**src/rtl/mem_wb_skid.sv**
```systemverilog
// MEM/WB pipeline register with a valid/ready handshake and a 2-entry skid buffer.
// It also suppresses x0 writes, supports a synchronous flush and counts retired results.
module mem_wb_skid #(
  parameter int DATA_W   = 32,
  parameter int ADDR_W   = 5,
  parameter int NOP_ADDR = 0,
  parameter int CNT_W    = 32
) (
  input  logic              clk,
  input  logic              rst,
  input  logic              flush,
  input  logic              mem_valid,
  output logic              mem_ready,
  input  logic [ADDR_W-1:0] mem_wd,
  input  logic              mem_wreg,
  input  logic [DATA_W-1:0] mem_wdata,
  output logic              wb_valid,
  input  logic              wb_ready,
  output logic [ADDR_W-1:0] wb_wd,
  output logic              wb_wreg,
  output logic [DATA_W-1:0] wb_wdata,
  output logic [CNT_W-1:0]  retire_cnt
);

  localparam logic [ADDR_W-1:0] NOP = ADDR_W'(NOP_ADDR);

  typedef struct packed {
    logic [ADDR_W-1:0] wd;
    logic              wreg;
    logic [DATA_W-1:0] wdata;
  } slot_t;

  slot_t main_q, skid_q, in_d;
  logic  main_valid, skid_valid;
  logic  accept, drain;

  // mem_ready depends only on a flop, so wb_ready never reaches it combinationally.
  assign mem_ready = ~skid_valid;
  assign accept    = mem_valid & mem_ready;
  assign drain     = main_valid & wb_ready;
  assign in_d      = '{wd: mem_wd, wreg: mem_wreg, wdata: mem_wdata};

  assign wb_valid = main_valid;
  assign wb_wd    = main_valid ? main_q.wd : NOP;
  assign wb_wdata = main_valid ? main_q.wdata : '0;
  assign wb_wreg  = main_valid & main_q.wreg & (main_q.wd != '0);

  // NOTE: every flop here, payloads included, is async-reset so nothing stale
  // is visible after rst drops; this is only cheap because the storage is two slots.
  always_ff @(posedge clk or posedge rst) begin
    if (rst) begin
      main_valid <= 1'b0;
      skid_valid <= 1'b0;
      main_q     <= '0;
      skid_q     <= '0;
      retire_cnt <= '0;
    end else begin
      // NOTE: non-blocking assignments throughout, so every branch reads the
      // pre-edge state and the order of the statements below does not matter.
      if (drain) retire_cnt <= retire_cnt + CNT_W'(1);

      if (flush) begin
        main_valid <= 1'b0;
        skid_valid <= 1'b0;
        main_q     <= '0;
        skid_q     <= '0;
      end else if (skid_valid) begin
        // FULL: accept is impossible, so only a drain can move data.
        if (drain) begin
          main_q     <= skid_q;
          skid_q     <= '0;
          skid_valid <= 1'b0;
        end
      end else if (main_valid) begin
        if (accept && drain) begin
          main_q <= in_d;
        end else if (accept) begin
          skid_q     <= in_d;
          skid_valid <= 1'b1;
        end else if (drain) begin
          main_valid <= 1'b0;
          main_q     <= '0;
        end
      end else if (accept) begin
        main_q     <= in_d;
        main_valid <= 1'b1;
      end
    end
  end

endmodule
```
**config.mk**
```make
export PLATFORM = sky130hd
export DESIGN_NAME = mem_wb_skid
export DESIGN_NICKNAME = d
export VERILOG_FILES = /design/src/rtl/mem_wb_skid.sv
export SDC_FILE = /design/constraint.sdc
export NUM_CORES = 1
export LEC_CHECK = 0
export CAP_MARGIN = 20
export CORE_MARGIN = 2
export CORE_UTILIZATION = 50
export CTS_CLUSTER_DIAMETER = 100
export CTS_CLUSTER_SIZE = 14
export DETAILED_ROUTE_END_ITERATION = 12
export GPL_TIMING_DRIVEN = 0
export PLACE_DENSITY = 0.8
export REMOVE_ABC_BUFFERS = 1
export SLEW_MARGIN = 30
export SYNTH_ARGS = -nofsm -noshare
export SYNTH_HDL_FRONTEND = slang
export SYNTH_SLANG_ARGS = --single-unit
export TNS_END_PERCENT = 50
```
**constraint.sdc**
```tcl
create_clock -name clk -period 11.2 [get_ports clk]
set_input_delay 2.24 -clock clk [delete_from_list [all_inputs] [get_ports clk]]
set_output_delay 2.24 -clock clk [all_outputs]
set_load 0.01 [all_outputs]
```
==> impl_metrics.csv, run 1 <==
group,metric,value,unit
synth,ys_types,33,
synth,yosys.area.top_type,"dfrtp_1",
power_and_ir_drop,swShare,0.2862,
cts,cts_root_buf,"clkbuf_8",
route,first_pass_iters,4,
timing,worst_pin_slew,0.8299,ns
global_routing,grt_pass1_wl,20.33,mm
cts,cts-htree-levels,3,
global_routing,antenna_found_initial,0,
power_and_ir_drop,power.share.sequential,0.547,
cts,cts_resized,0,
power_and_ir_drop,ir_drop,98.13,uV
final_layout,syn2layout_area_growth,30.46,%
floorplanning,die_h,106.0,um
synth,synth-edff-count,0,
timing,rsz0062_at_grt,"no",
critical_path,crit_family,"flip-flops",
timing,finalHoldViolCount,0,
final_layout,finalNetCount,659,
critical_path,timing.critical_path.arrival,2.13,ns
floorplanning,die_width,106.0,um
timing,period_share,0.3897,
floorplanning,ios,115,
synth,synth_flop_cell,"dfrtp_1",
timing,clock_skew,0.01239,ns
cts,cts_tree,"yes",
route,drc,0,
power_and_ir_drop,combPwrFrac,0.189,
final_layout,drive_gt1_frac,0.06452,
global_routing,grt-ovfl-total,0,
route,avgViaCountPerCell,5.362,
cts,cts_setup_buffers,0,
power_and_ir_drop,p_int,610.9,uW
route,detail-route-antenna-nets,0,
synth,yosys-top-cells-area,"dfrtp_1, mux2i_1, nand2_1",
critical_path,cp_slowest_cell,"dfrtp_2",
power_and_ir_drop,p_leak,3.103,nW
synth,synth_top_area_frac,0.5290,
critical_path,r2r_setup_slack,8.61,ns
synth,avgSynthCellArea,10.14,um2
global_routing,grt_max_degree,67,
synth,ys_ff_latch,110,
critical_path,cp.buffers_inverters,1,
timing,finalMaxSlewViolations,0,
floorplanning,die-area,11240,um2
synth,synth_cells,513,
critical_path,worstSetupPathType,"reg2out",
critical_path,slowest_delay,0.91,ns
cts,cts.sinks,110,
worst_hold_path,holdCritPathClass,"reg2reg",
global_routing,track_usage,0.2263,
synth,synth_area,5204,um2
worst_hold_path,hold_start,"main_q[18]",
floorplanning,std_cell_rows,37,
timing,fin_crit,4.365,ns
synth,async_flop_share,1.000,
timing,finalSetupViolations,0,
place,routabilityCongestion,0.7774,
cts,clkTransAtPathRegs,0.10,ns
flow_run,maxCapViolCount,0,
route,post_drt_wl_per_cell,15.91,um
final_layout,fillers,826,
worst_hold_path,hold_path_end,"main_q[18]",
route,via_count,4054,
final_layout,antenna_cells,0,
floorplanning,start_util,0.5086,
power_and_ir_drop,clockPowerShare,0.264,
timing,finalSetupTns,0,ns
place,portBuffers,114,
route,drt_wl_total,12.03,mm
place,dp_hpwl,8.151,mm
critical_path,end_kind,"primary output",
cts,cts_buffers,9,
synth,yosysWarnings,0,
timing,maxSlewHeadroom,0.4467,
global_routing,grt_pass1_vias,4142,
power_and_ir_drop,power.switching,245.0,uW
cts,postCtsHoldBufs,0,
critical_path,startpoint_type,"flip-flop",
power_and_ir_drop,power,855.9,uW
critical_path,cp.required,8.96,ns
run_status,status,"finished clean",
critical_path,path_cells,"o311a_1, clkdlybuf4s50_1",
cts,cts_buffer_depth,2,
critical_path,path_max_fanout,48,
critical_path,reg2reg_depth,5,
cts,insertion_delay,0.36,ns
power_and_ir_drop,pwr_density_cell,126.1,nW/um2
critical_path,timing.rr.end,"main_q[26]",
critical_path,r2r_start,"skid_valid",
worst_hold_path,hold_path_depth,2,
timing,fmaxAchievable,229.1,MHz
route,drt_iter0_markers,158,
floorplanning,fp.coreArea,10230,um2
synth,ys_seq_area_frac,0.5290,
-- cell usage in the layout (no fill, tap or decap), drive strengths merged, types with 12 or more instances in the layout --
cell | Yosys | final
a22oi | 38 | 38
and2 | 37 | 37
clkbuf | 18 | 12
clkdlybuf4s50 | 0 | 114
dfrtp | 110 | 110
inv | 43 | 44
mux2i | 38 | 38
nand2 | 86 | 86
nand3 | 13 | 13
o21ai | 40 | 40
xnor2 | 22 | 22
-- area by class of cell --
| type | instances | area, um2 | area share |
|---|---|---|---|
| multi-input cells | 329 | 2163 | 0.3187 |
| flip-flops and latches | 110 | 2755 | 0.4058 |
| repair buffers | 122 | 1349 | 0.1987 |
| clock buffers | 12 | 155.1 | 0.02285 |
| clock inverters | 4 | 30.03 | 0.004423 |
| well taps | 136 | 170.2 | 0.02506 |
| inverters | 43 | 166.4 | 0.02451 |
-- flip-flops by register name, summed over array words and instances, names as in the netlist --
signal / cells
main_q: 38
retire_cnt: 32
skid_q: 38
skid_valid: 1
wb_valid: 1
-- kinds of logic (layout without fill, tap and decap cells) --
| group | count (synthesis) | in the layout | share of synthesized area |
|---|---|---|---|
| compound gates | 85 | 85 | 0.1015 |
| xor+xnor | 31 | 31 | 0.05218 |
| fa+ha+maj | 1 | 1 | 0.002404 |
| buf+inv | 74 | 181 | 0.06131 |
| flops | 110 | 110 | 0.5290 |
| mux | 39 | 39 | 0.07526 |
| simple gates | 173 | 173 | 0.1784 |
-- metrics by stage --
step / cells / instance area [um2] / utilization / hold slack, ns / worst slack (ns)
3_5_place_dp: 740 / 6604 / 0.6455 / 0.4647 / 6.576
4_1_cts: 756 / 6789 / 0.6636 / 0.4865 / 6.790
2_1_floorplan: 482 / 5046 / - / 0.4424 / 5.706
3_3_place_gp: 732 / 6357 / 0.6214 / 0.4562 / 3.822
6_report: 756 / 6789 / 0.6636 / 0.4867 / 6.835
5_1_grt: 756 / 6789 / 0.6636 / 0.5110 / 6.695
-- layer usage --
| layer | share of wire | GRT usage | vias up |
|---|---|---|---|
| li1 | - | - | 1911 |
| met1 | 0.43 | 0.2857 | 2009 |
| met2 | 0.50 | 0.3959 | 130 |
| met3 | 0.066 | 0.06254 | 4 |
| met4 | 0.0028 | 0.03853 | 0 |
| met5 | 0 | 0 | - |
-- cells in the mapped netlist, drive strengths merged (4+ instances only) --
cell	n
inv	43
xnor2	22
buf	13
o21ai	40
nand3	13
nor4	4
dfrtp	110
a21oi	5
xor2	9
nand4	10
and3	7
mux2i	38
and2	37
a22oi	38
nand2	86
nor2	7
clkbuf	18
-- worst register-to-register path, stage by stage (launching register included) --
cell and delay [ns]:
dfrtp_2 0.70, buf_16 0.24, nand2b_4 0.16, o21a_2 0.37
or2_2 0.72, o21ai_0 0.24
-- worst max-delay path by stage --
stage / from / to / slack [ns] / depth (start not counted)
finish: wb_valid / wb_wreg / 6.83 / 2
global route: wb_valid / wb_wd[1] / 6.69 / 2
CTS: wb_valid / wb_wreg / 6.79 / 2
detailed placement: wb_ready / main_q[20] / 6.58 / 5
global placement: wb_ready / skid_q[30] / 3.82 / 5
floorplan: wb_ready / skid_q[0] / 5.71 / 4
-- power groups by stage --
stage          logic [mW]  registers, mW  clock network (mW)
2_1_floorplan      0.0790          0.471                   0
3_3_place_gp        0.147          0.474                   0
3_5_place_dp        0.163          0.475                   0
4_1_cts             0.164          0.468               0.233
5_1_grt             0.178          0.474               0.246
6_report            0.162          0.468               0.226
(Power assumes the default switching activity.)
==> inputs of run 2 (changes only) <==
Settings changed: CORE_UTILIZATION 50 to 46, PLACE_DENSITY 0.8 to 0.78.
Clock period 11.2 ns to 3.9 ns, I/O delays scaled along.
==> run 2 against run 1 <==
First-iteration DRC count grew 48%. Sequential power increased to 2.9 times the previous value. Sequential share of layout area down 0.46 points. Final cell count is 0.40% higher. Total power grew to 3.2 times the previous value. Worst hold slack lost 0.011 ns. Clock skew increased by 0.0033 ns. Routed wire length rose by 6.5%. Utilization is 3.6 points lower. Final area increased by 1.1%. Critical path depth is the same.
==> impl_metrics.csv, run 2 (synthesis gave the netlist of run 1 again) <==
group,metric,value,unit
power_and_ir_drop,pwr_density_cell,399.4,nW/um2
worst_hold_path,holdCritPathClass,"reg2reg",
cts,cts-htree-levels,3,
cts,cts_resized,0,
timing,clock_skew,0.01567,ns
timing,whs,0.4757,ns
timing,finalHoldViolCount,0,
timing,worst_pin_slew,0.8930,ns
route,first_pass_iters,4,
place,dpl.cell_count,743,
timing,fmaxAchievable,344.0,MHz
timing,finalMaxSlewViolations,0,
final_layout,antenna_cells,0,
critical_path,timing.critical_path.arrival,2.13,ns
floorplanning,die_h,110.4,um
global_routing,antenna_found_initial,0,
place,routabilityCongestion,0.7536,
final_layout,final_common_cell,"clkdlybuf4s50_1",
final_layout,drive_gt1_frac,0.06462,
timing,period_share,0.7453,
global_routing,grt-ovfl-total,0,
global_routing,grt_pass1_wl,20.99,mm
timing,fin_crit,2.907,ns
critical_path,worstSetupPathType,"reg2out",
critical_path,cp_slowest_cell,"dfrtp_2",
critical_path,slowest_delay,0.96,ns
cts,insertion_delay,0.34,ns
cts,cts_setup_buffers,0,
route,drt_iter0_markers,234,
cts,postCtsHoldBufs,0,
route,detail-route-antenna-nets,0,
critical_path,cp.buffers_inverters,1,
floorplanning,ios,115,
floorplanning,std_cell_rows,38,
route,post_drt_wl_per_cell,16.88,um
global_routing,grt_max_degree,63,
route,via_count,4156,
floorplanning,die-area,12180,um2
floorplanning,fp.coreArea,10940,um2
cts,cts_root_buf,"clkbuf_16",
global_routing,track_usage,0.2208,
critical_path,worstSetupPathDepth,2,
cts,clkTransAtPathRegs,0.08,ns
critical_path,crit_family,"flip-flops",
floorplanning,die_width,110.4,um
critical_path,cp.required,3.12,ns
cts,cts_buffer_depth,2,
route,avgViaCountPerCell,5.476,
floorplanning,start_util,0.4759,
final_layout,largest_registers,"main_q: 38 flops, skid_q: 38 flops, retire_cnt: 32 flops",
power_and_ir_drop,ir_drop,296.8,uV
timing,rsz0062_at_grt,"no",
critical_path,reg2reg_depth,3,
final_layout,layout_common_cells,"clkdlybuf4s50_1, dfrtp_1, nand2_1",
cts,cts_tree,"yes",
final_layout,syn2layout_area_growth,31.95,%
place,portBuffers,114,
timing,finalSetupViolations,0,
power_and_ir_drop,p_leak,3.137,nW
final_layout,finalNetCount,658,
global_routing,grt_pass1_vias,4290,
critical_path,path_cells,"and2_1, clkdlybuf4s50_1",
flow_run,maxCapViolCount,0,
route,drt_wl_total,12.81,mm
cts,cts.sinks,110,
run_status,status,"finished clean",
timing,maxSlewHeadroom,0.4047,
critical_path,path_max_fanout,48,
route,drc,0,
final_layout,stdcell_count,759,
critical_path,startpoint_type,"flip-flop",
cts,cts_buffers,9,
place,dp_hpwl,8.623,mm
critical_path,end_kind,"primary output",
worst_hold_path,hold_path_depth,1,
[run 2: routing by layer]
metal  global-route usage  routed length [um]
met5                    0                   0
met4              0.05268                  97
met3              0.05232                 777
met1               0.2881                5615
met2               0.3734                6319
[run 2: worst paths after layout]
path                             endpoint      startpoint  slack (ns)
min                        retire_cnt[31]  retire_cnt[31]        0.48
min in group asynchronous       main_q[5]             rst        0.89
max reg2reg                    main_q[22]        wb_valid        1.30
max                           wb_wdata[9]        wb_valid        0.99
max in group asynchronous       main_q[6]             rst        2.38
min reg2reg                retire_cnt[31]  retire_cnt[31]        0.48
[run 2: final cells by class]
cell class,instances,area (um2)
well taps,140,175.2
multi-input cells,329,2163
flip-flops and latches,110,2755
repair buffers,121,1301
inverters,43,166.4
clock inverters,7,80.08
fillers,884,4069
clock buffers,9,225.2
[run 2: worst reg2reg max path: cells and delay by family, from the launching register on]
family           cells  cell delay [ns]
AND/OR/NAND/NOR      1             0.72
AO/OA/AOI/OAI        2             0.78
flip-flops           1             0.96
[run 2: metrics by stage]
| step | TNS, ns | util | power, mW | instance area, um2 | setup WS, ns |
|---|---|---|---|---|---|
| 6_report | 0 | 0.6279 | 2.743 | 6867 | 0.9934 |
| 3_3_place_gp | -263.70 | 0.5818 | 1.784 | 6362 | -2.354 |
| 2_1_floorplan | -20.46 | - | 1.578 | 5046 | -0.5384 |
| 5_1_grt | 0 | 0.6279 | 2.868 | 6867 | 0.8908 |
| 4_1_cts | 0 | 0.6279 | 2.761 | 6867 | 0.9759 |
| 3_5_place_dp | 0 | 0.6000 | 1.828 | 6561 | 0.7184 |
[run 2: power breakdown]
group	internal, mW	total (mW)	leakage (nW)	switching, mW
clock network	0.508	0.941	0.148	0.432
logic	0.231	0.458	1.53	0.227
registers	1.25	1.34	1.46	0.0988
total	1.98	2.74	3.14	0.758
==> inputs of run 3 (changes only) <==
Clock period 3.9 ns to 2.3 ns, I/O delays scaled along.
==> run 3 against run 2 <==
Final cell count up 0.40%. Largest cell class unchanged. Register-to-register slack lost 1.1 ns. Clock power up 69%. Critical path type unchanged. Global-route usage is 0.050 points higher.
==> impl_metrics.csv, run 3 (synthesis gave the netlist of run 1 again) <==
group,metric,value,unit
critical_path,timing.critical_path.arrival,1.78,ns
cts,cts-htree-levels,3,
critical_path,path_cells,"buf_12, and2_1, clkdlybuf4s50_1",
critical_path,worstSetupPathType,"reg2out",
cts,cts.sinks,110,
place,portBuffers,114,
final_layout,final_area,6937,um2
final_layout,antenna_cells,0,
timing,worst_pin_slew,0.6291,ns
run_status,status,"finished clean",
floorplanning,ios,115,
place,dp_hpwl,8.623,mm
timing,setup_ws,0.05912,ns
cts,postCtsHoldBufs,0,
place,routabilityCongestion,0.7536,
worst_hold_path,hold_path_depth,1,
final_layout,final_util,0.6343,
place,place_area,6561,um2
final_layout,drive_gt1_frac,0.07074,
global_routing,track_usage,0.2213,
global_routing,grt_pass1_vias,4287,
timing,finalHoldViolCount,0,
critical_path,r2r_start,"wb_valid",
power_and_ir_drop,p_leak,3.188,nW
flow_run,maxCapViolCount,0,
critical_path,slowest_delay,0.54,ns
route,detail-route-antenna-nets,0,
floorplanning,fp.coreArea,10940,um2
worst_hold_path,hold_path_end,"retire_cnt[31]",
place,place_ws,-0.5616,ns
timing,fmaxAchievable,446.3,MHz
cts,cts_tree,"yes",
timing,finalMaxSlewViolations,0,
final_layout,layout_common_cells,"clkdlybuf4s50_1, dfrtp_1, nand2_1",
critical_path,reg2reg_depth,5,
route,drt_wl_total,13.14,mm
final_layout,syn2layout_area_growth,33.30,%
route,drt_iter0_markers,266,
floorplanning,die_width,110.4,um
critical_path,cp.buffers_inverters,2,
final_layout,largest_registers,"main_q: 38 flops, skid_q: 38 flops, retire_cnt: 32 flops",
route,avgViaCountPerCell,5.438,
floorplanning,start_util,0.4759,
timing,finalSetupViolations,0,
cts,cts_buffer_depth,2,
critical_path,end_kind,"primary output",
timing,whs,0.4752,ns
cts,insertion_delay,0.34,ns
route,drc,0,
timing,fin_crit,2.241,ns
global_routing,antenna_found_initial,0,
floorplanning,die-area,12180,um2
global_routing,grt-ovfl-total,0,
timing,maxSlewHeadroom,0.5775,
critical_path,startpoint_type,"flip-flop",
critical_path,cp.required,1.84,ns
worst_hold_path,hold_start,"retire_cnt[31]",
final_layout,final_common_cell,"clkdlybuf4s50_1",
timing,rsz0062_at_grt,"yes",
route,first_pass_iters,4,
floorplanning,std_cell_rows,38,
route,via_count,4144,
timing,period_share,0.9743,
critical_path,crit_family,"buffers and inverters",
cts,cts_root_buf,"clkbuf_16",
route,post_drt_wl_per_cell,17.25,um
timing,clock_skew,0.01323,ns
global_routing,grt_pass1_wl,21.02,mm
critical_path,r2r_setup_slack,0.19,ns
final_layout,finalNetCount,661,
critical_path,path_max_fanout,24,
floorplanning,die_h,110.4,um
critical_path,timing.rr.end,"main_q[29]",
power_and_ir_drop,ir_drop,506.3,uV
critical_path,cp_slowest_cell,"dfrtp_4",
global_routing,grt_max_degree,63,
cts,cts_buffers,9,
worst_hold_path,holdCritPathClass,"reg2reg",
power_and_ir_drop,pwr_density_cell,673.5,nW/um2
cts,clkTransAtPathRegs,0.07,ns
==> run 3: changes by cell type in the layout (fill, tap and decap cells not counted), sizes merged <==
cell           change
buf                +3
clkdlybuf4s50      -2
dlygate4sd2        +1
dlymetal6s2s       +1
==> run 3: timing repair <==
action / CTS / global route
endpoints found under the setup margin: 94 / 76
gates cloned: 0 / 0
pin swaps: 1 / 1
gates resized for setup: 7 / 2
buffers inserted: 0 / 3
==> run 3: power breakdown <==
part           internal [mW]  total, mW  leakage (nW)  switching (mW)
clock                  0.862       1.59         0.148           0.732
combinational          0.406      0.811          1.58           0.406
sequential              2.11       2.27          1.46           0.154
total                   3.38       4.67          3.19            1.29
==> run 3: worst max path at each step <==
| stage | start | to | slack (ns) | cells past startpoint |
|---|---|---|---|---|
| 6_report | wb_valid | wb_wdata[29] | 0.06 | 3 |
| 5_1_grt | wb_valid | wb_wdata[6] | -0.006 | 3 |
| 4_1_cts | wb_valid | wb_wdata[9] | -0.09 | 2 |
| 3_5_place_dp | wb_ready | main_q[22] | -0.56 | 5 |
| 3_3_place_gp | skid_valid | skid_q[2] | -3.95 | 4 |
| 2_1_floorplan | skid_valid | skid_q[0] | -2.14 | 4 |
==> run 3: metal layers <==
metal	track usage	vias up	wire, um
met3	0.05232	7	925
met5	0	-	0
met2	0.3720	136	6660
li1	-	1923	-
met4	0.05357	0	63
met1	0.2904	2078	5495
==> run 3: final cells by class <==
cell class	count	area [um2]
flip-flops and latches	110	2760
fillers	885	3999
well taps	140	175.2
inverters	43	166.4
repair buffers	124	1354
clock buffers	9	225.2
clock inverters	7	80.08
multi-input cells	329	2176
==> run 3: through the flow <==
step | power, mW | setup TNS [ns] | std cells
after floorplan | 2.676 | -222.19 | 482
final | 4.672 | 0 | 762
after CTS | 4.688 | -1.826 | 759
after global placement | 3.025 | -543.81 | 736
after global routing | 4.892 | -0.02023 | 762
after detailed placement | 3.099 | -27.99 | 743
